[src/rtl/write_slave.sv]
// write_slave: write-only slave with four 32-bit registers and independent AW/W acceptance.
// Optional macro WRITE_SLAVE_SLVERR_EN: out-of-range addresses return SLVERR and skip the write.
module write_slave #(
  parameter int unsigned ADDR_WIDTH = 32
) (
  input  logic                  ACLK,
  input  logic                  rst,
  input  logic                  AWVALID,
  input  logic [ADDR_WIDTH-1:0] AWADDR,
  input  logic [2:0]            AWPROT,
  output logic                  AWREADY,
  input  logic                  WVALID,
  input  logic [31:0]           WDATA,
  input  logic [3:0]            WSTRB,
  output logic                  WREADY,
  output logic                  BVALID,
  output logic [1:0]            BRESP,
  input  logic                  BREADY,
  output logic [127:0]          o_REGS
);

  typedef enum logic [1:0] {StIdle, StHaveAw, StHaveW, StResp} state_e;

  state_e                state_q;
  logic                  aw_held_q;
  logic                  w_held_q;
  logic                  bvalid_q;
  logic [1:0]            bresp_q;
  logic [ADDR_WIDTH-1:0] addr_q;
  logic [31:0]           data_q;
  logic [3:0]            strb_q;
  logic [31:0]           regs_q [4];

  logic                  aw_hs;
  logic                  w_hs;
  logic                  commit;
  logic                  addr_err;
  logic [ADDR_WIDTH-1:0] addr_eff;
  logic [31:0]           data_eff;
  logic [3:0]            strb_eff;
  logic [1:0]            word_idx;

  // Readies depend only on registered state (and reset), never on the master's valids.
  assign AWREADY = !rst && !aw_held_q && !bvalid_q;
  assign WREADY  = !rst && !w_held_q && !bvalid_q;
  assign BVALID  = bvalid_q;
  assign BRESP   = bresp_q;

  assign aw_hs = AWVALID && AWREADY;
  assign w_hs  = WVALID && WREADY;

  // Held flags are cleared on commit, so this fires only on the edge completing the pair.
  assign commit = (aw_hs || aw_held_q) && (w_hs || w_held_q);

  assign addr_eff = aw_held_q ? addr_q : AWADDR;
  assign data_eff = w_held_q ? data_q : WDATA;
  assign strb_eff = w_held_q ? strb_q : WSTRB;
  assign word_idx = addr_eff[3:2];

`ifdef WRITE_SLAVE_SLVERR_EN
  assign addr_err = |addr_eff[ADDR_WIDTH-1:4];
`else
  assign addr_err = 1'b0;
`endif

  logic unused_bits;
  assign unused_bits = ^{AWPROT, addr_eff};

  always_ff @(posedge ACLK or posedge rst) begin
    if (rst) begin
      state_q   <= StIdle;
      aw_held_q <= 1'b0;
      w_held_q  <= 1'b0;
      bvalid_q  <= 1'b0;
      bresp_q   <= 2'b00;
      addr_q    <= '0;
      data_q    <= '0;
      strb_q    <= '0;
    end else begin
      unique case (state_q)
        StIdle, StHaveAw, StHaveW: begin
          if (commit) begin
            state_q   <= StResp;
            aw_held_q <= 1'b0;
            w_held_q  <= 1'b0;
            bvalid_q  <= 1'b1;
            bresp_q   <= addr_err ? 2'b10 : 2'b00;
          end else begin
            if (aw_hs) begin
              state_q   <= StHaveAw;
              aw_held_q <= 1'b1;
              addr_q    <= AWADDR;
            end
            if (w_hs) begin
              state_q  <= StHaveW;
              w_held_q <= 1'b1;
              data_q   <= WDATA;
              strb_q   <= WSTRB;
            end
          end
        end
        StResp: begin
          if (BREADY) begin
            state_q  <= StIdle;
            bvalid_q <= 1'b0;
          end
        end
        default: state_q <= StIdle;
      endcase
    end
  end

  always_ff @(posedge ACLK or posedge rst) begin
    if (rst) begin
      for (int k = 0; k < 4; k++) begin
        regs_q[k] <= '0;
      end
    end else if (commit && !addr_err) begin
      for (int b = 0; b < 4; b++) begin
        if (strb_eff[b]) begin
          regs_q[word_idx][8*b +: 8] <= data_eff[8*b +: 8];
        end
      end
    end
  end

  assign o_REGS = {regs_q[3], regs_q[2], regs_q[1], regs_q[0]};

endmodule

[config.mk]
export PLATFORM = sky130hd
export DESIGN_NAME = write_slave
export DESIGN_NICKNAME = d
export VERILOG_FILES = /design/src/rtl/write_slave.sv
export SDC_FILE = /design/constraint.sdc
export NUM_CORES = 1
export LEC_CHECK = 0
export CAP_MARGIN = 20
export CORE_AREA = 3 3 133 135
export DETAILED_ROUTE_END_ITERATION = 8
export DIE_AREA = 0 0 136 138
export PLACE_DENSITY = 0.76
export SYNTH_ARGS = -nofsm -noshare
export SYNTH_HDL_FRONTEND = slang
export SYNTH_SLANG_ARGS = --single-unit
[constraint.sdc]
create_clock -name ACLK -period 5.8 [get_ports ACLK]
set_input_delay 1.16 -clock ACLK [delete_from_list [all_inputs] [get_ports ACLK]]
set_output_delay 1.16 -clock ACLK [all_outputs]
set_load 0.03 [all_outputs]
## Word level (Yosys, flattened, before mapping)

Cells that the tools add are included.
Widths: inputs -> output; s select.

- Bits in registers: 173
- Bits in latches: 0
- Memory bits (writable): 0
- Bits in read-only memories: 0
- Output and inout port bits: 133
- Word-level logic and storage cells: 79
- Memories: 0

- Add/sub/neg operators: 0
- Multipliers: 0
- Div/mod/pow operators: 0
- $lt $le $gt $ge: 2
- Eq/ne operators: 6
- Shifts and indexed selects: 0
- Muxes and demuxes: 34
- Bitwise logic cells: 2
- Reduce and logical (&&, ||, !) cells: 24

Operators by type and width:

| operator | number |
|---|---|
| $mux 128 | 7 |
| $bwmux 128 | 4 |
| $demux 32 s2 | 4 |
| $mux 32 | 2 |
| $mux 24 | 1 |
| $mux 16 | 1 |
| $logic_and 1x1->1 | 8 |
| $mux 2 | 4 |
| $mux 4 | 2 |
| $mux 8 | 1 |
| $reduce_and 2->1 | 4 |
| $mux 1 | 6 |
| $reduce_and 3->1 | 2 |
| $eq 2x2->1 const B | 2 |
| $logic_not 1->1 | 4 |
| $ne 2x2->1 const B | 2 |
| $ne 4x4->1 const B | 1 |
| $pmux 2 s2 | 1 |
| $reduce_bool 2->1 | 2 |
| $ge 3x3->1 const B | 1 |
| $lt 3x1->1 const B | 1 |
| $not 2->3 | 1 |
| $reduce_or 3->1 | 1 |
| $eq 2x1->1 const B | 1 |
| 4 further kinds | 5 |

## Depth between registers and ports, before layout

- Depth in word-level cells: 17
- Gate-level depth with buffers: 6
- Mapped depth without buffers: 4

## Least setup slack after synthesis

OpenSTA, ideal clock, no wires.

- Path kind: input to register
- From: input port rst
- To: register w_held_q
- Arrival time: 5.127 ns
- Data required time: 5.702 ns
- Setup slack: 0.575 ns
- Cell stages on the path: 3
- Buffers on the path: 0
- Path through: inv_1 a31oi_1 o21ai_0

- Word-level cells in the longest chain between the ends: 8

RTL lines:

| item | RTL line | source |
|---|---|---|
| start: declaration | 7 | `input logic rst,` |
| $logic_not 1->1 (no source line) * | n/a |  |
| $logic_and 1x1->1 (on tied branches) (2 in a row) | 44, 45 |  |
| $logic_and 1x1->1 (on tied branches) | 49, 50 |  |
| $logic_or 1x1->1 | 53 | `assign commit = (aw_hs \|\| aw_held_q) && (w_hs \|\| w_held_q);` |
| $logic_and 1x1->1 | 53 |  |
| $reduce_bool 2->1 (no source line) | n/a |  |
| $reduce_and 2->1 (no source line) | n/a |  |
| end signal: assignment | 73 | `w_held_q <= 1'b0;` |
| end signal: assignment | 85 | `w_held_q <= 1'b0;` |
| end signal: assignment | 96 | `w_held_q <= 1'b1;` |
| end: declaration | 26 | `logic w_held_q;` |

Mark *: on every way between the ends. The rest lies on a longest branch, timed or not.
A chain may end at the register's enable or synchronous reset.

## Worst setup path after layout

- From: input port rst
- To: output port AWREADY

- Word-level cells in the longest chain between the ends: 3

RTL lines:

| item | RTL line | source |
|---|---|---|
| $logic_not 1->1 (no source line) | n/a |  |
| $logic_and 1x1->1 (2 in a row) | 44 | `assign AWREADY = !rst && !aw_held_q && !bvalid_q;` |
| end: declaration | 11 | `output logic AWREADY,` |

No other way between the ends.

==> metrics.md <==
| Metric | Value |
|---|---|
| Area Growth Syn to Fin | `36.1%` |
| DR pass1 iterations | `4` |
| Pwr/cell area | `598 nW/um2` |
| Cell variety after synth | `32` |
| Fin crit share | `0.674` |
| Busiest grt layer | `met2` |
| Met2 Usage GRT | `0.307` |
| Largest net degree at the start of global routing | `72` |
| Clk pin slew, worst setup/hold paths | `around 0.070 ns` |
| Hold-fix buffers, CTS | `0` |
| Setup crit end kind | `output port` |
| Synth area leader | `dfrtp_1` |
| Iteration-0 DRC Markers | `78` |
| GR Layer Usage met1 | `0.231` |
| Total global-route track usage | `0.180` |
| Top cell type's share of synthesized area | `0.599` |
| CTS Buf Count | `17` |
| Top post-synthesis cells by area | `dfrtp_1 60%, mux2_2 30%, nor3_4 3.6%` |
| Max Cap Viol | `0` |
| WL/cell | `around 19 um` |
| Placeable Area | `between 15000 and 20000 um2` |
| Area after DPL | `9110 um2` |
| Met3 usage | `0.0429` |
| Die area | `18800 um2` |
| Worst EP required | `4.64 ns` |
| CTS tree | `built` |
| Leakage | `between 4 and 5 nW` |
| Final setup fails | `0` |
| H-tree depth | `4` |
| Die H | `about 140 um` |
| EDFF count, synth | `0` |
| Worst-path fanout max | `6` |
| Worst Hold Class | `reg -> reg` |
| Clock sink count | `171` |
| Skew-Pair Late Insertion Delay | `approximately 0.42 ns` |
| Cell Rows | `47` |
| Yosys reg bits | `~170` |
| Total number of vias | `about 4300` |
| Port buffer count | `between 150 and 200` |
| Final min period | `just under 4 ns` |
| Asr flop ratio synth | `1.00` |
| RSZ-0062 raised after global routing | `no` |
| Average vias per placed instance | `5.05` |
| Total congestion overflow | `0` |
| Vias in the first global route | `4785` |
| Worst VDD drop | `about 0.33 mV` |
| Max Slew Vio Count | `0` |
| Worst Tran Pin Value | `slightly above 1 ns` |
| Final GP Congestion | `between 0.7 and 0.8` |
| I/O pin total | `209` |
| Starting density of the core | `0.431` |
| Final count of hold timing violations | `0` |
| Routed wire length | `approximately 16000 um` |
| Mapped Cells | `~440` |
| Layout cells sized above 1 | `0.398` |
| Post-CTS resize count | `0` |
| Post-synthesis area per instance | `between 15 and 20 um2` |
| Worst setup SP type | `input port` |
| Post-route ant nets | `0` |
| Initial antenna violation count | `0` |
| Global-route wire length before repair | `26600 um` |
| Critical register-to-register path startpoint | `w_held_q` |
| Yosys warns | `0` |
| Status | `complete, no violations` |
| Min-delay src | `o_REGS[0]` |
| Post-Synthesis Cell Area | `between 7000 and 8000 um2` |
| Root buffer cell | `clkbuf_16` |
| Setup TNS | `0 ns` |
| CP Data Arrival Time | `between 2 and 3 ns` |
| Setup CP Type | `in -> out` |
| Ys flop type | `dfrtp_1` |
| DRC | `0` |
| Seq/Total Area, Yosys | `0.599` |
| Max_slew headroom | `0.322` |
| Fin nets | `between 700 and 800` |
| Max frequency | `about 260 MHz` |
| CTS Buffer Depth | `2` |
| Post-synth top cells | `193 x mux2_2, 171 x dfrtp_1, 16 x nor3_4` |
| DPL Wire Length | `between 10000 and 15000 um` |
| CP Launch Point | `rst` |
| Die X | `around 140 um` |
| Top-count cell post-synth | `mux2_2` |
| Final instance area | `9730 um2` |
| Antenna cell count | `0` |
| Clk_skew | `slightly above 0.008 ns` |
| Setup Buffers After CTS | `0` |
metrics by stage:
stage                     total power, mW  hold slack [ns]  utilization  std cells  setup slack, ns
final                                5.82            0.492        0.587        858             1.89
after global routing                 6.13            0.515        0.587        858             1.84
after CTS                            5.90            0.500        0.585        857             1.90
after global placement               4.64            0.477        0.549        825             1.94
after detailed placement             4.74            0.479        0.549        825             1.92
after floorplan                      3.65            0.475            -        442             1.63
logic make-up (layout without fill, tap and decap cells):
kind of cell | count (synthesis) | after routing | synth area share
AND/OR/NAND/NOR | 35 | 35 | 0.0529
buffers and inverters | 18 | 214 | 0.0152
AO/OA/AOI/OAI | 14 | 14 | 0.0151
flip-flops | 171 | 171 | 0.599
multiplexers | 202 | 202 | 0.317
other | 1 | 2 | 0.000525
flip-flops by register name, summed over array words and instances, names as in the netlist:
register   flops
BVALID         1
addr_q         2
aw_held_q      1
data_q        32
o_REGS       128
state_q        2
strb_q         4
w_held_q       1
final cells by class:
class,count,area [um2]
Tap cell,220,275
Sequential cell,171,4280
Inverter,4,18.8
Fill cell,1316,6860
Clock inverter,15,170
Timing Repair Buffer,178,1780
Clock buffer,17,425
Multi-Input combinational cell,253,2780
per-layer routing:
metal	part of all wire	routed length [um]	up-vias
met5	0	0	-
met4	0.0085	138	0
met3	0.052	843	8
met2	0.51	8350	101
met1	0.43	6960	2241
li1	-	-	1982
critical path, cell delays in order:
cell	delay [ns]
clkdlybuf4s50_1	0.56
nor3_1	0.30
clkdlybuf4s50_1	0.74
power by group:
group | internal, mW | leakage [nW] | switching, mW | total, mW
Sequential | 1.72 | 2.20 | 0.314 | 2.03
Clock | 0.617 | 0.288 | 0.509 | 1.13
Combinational | 1.23 | 1.76 | 1.43 | 2.66
path summary, 6_finish.rpt:
path	end	slack (ns)	depth (start not counted)
hold reg to reg	o_REGS[0]	0.49	1
setup reg to reg	o_REGS[7]	3.32	4
max in group asynchronous	o_REGS[21]	3.26	4
hold / removal	o_REGS[0]	0.49	1
setup / recovery	AWREADY	1.89	3
min in group asynchronous	BVALID	1.16	2
layout by cell type, fill, tap and decap left out, drive strengths merged, types with 2 or more instances in the layout:
cell type	Yosys	routed
nand2	3	3
mux2	197	197
a21oi	2	2
clkdlybuf4s50	0	173
clkinv	0	2
nor3b	3	3
clkinvlp	0	3
inv	4	13
a31oi	3	3
o22ai	3	3
and3b	2	2
buf	12	5
conb	1	2
mux2i	5	5
o21ai	3	3
nor2	3	3
clkbuf	2	17
dfrtp	171	171
nor3	19	19
No activity file was read; power rests on OpenSTA's default activity.
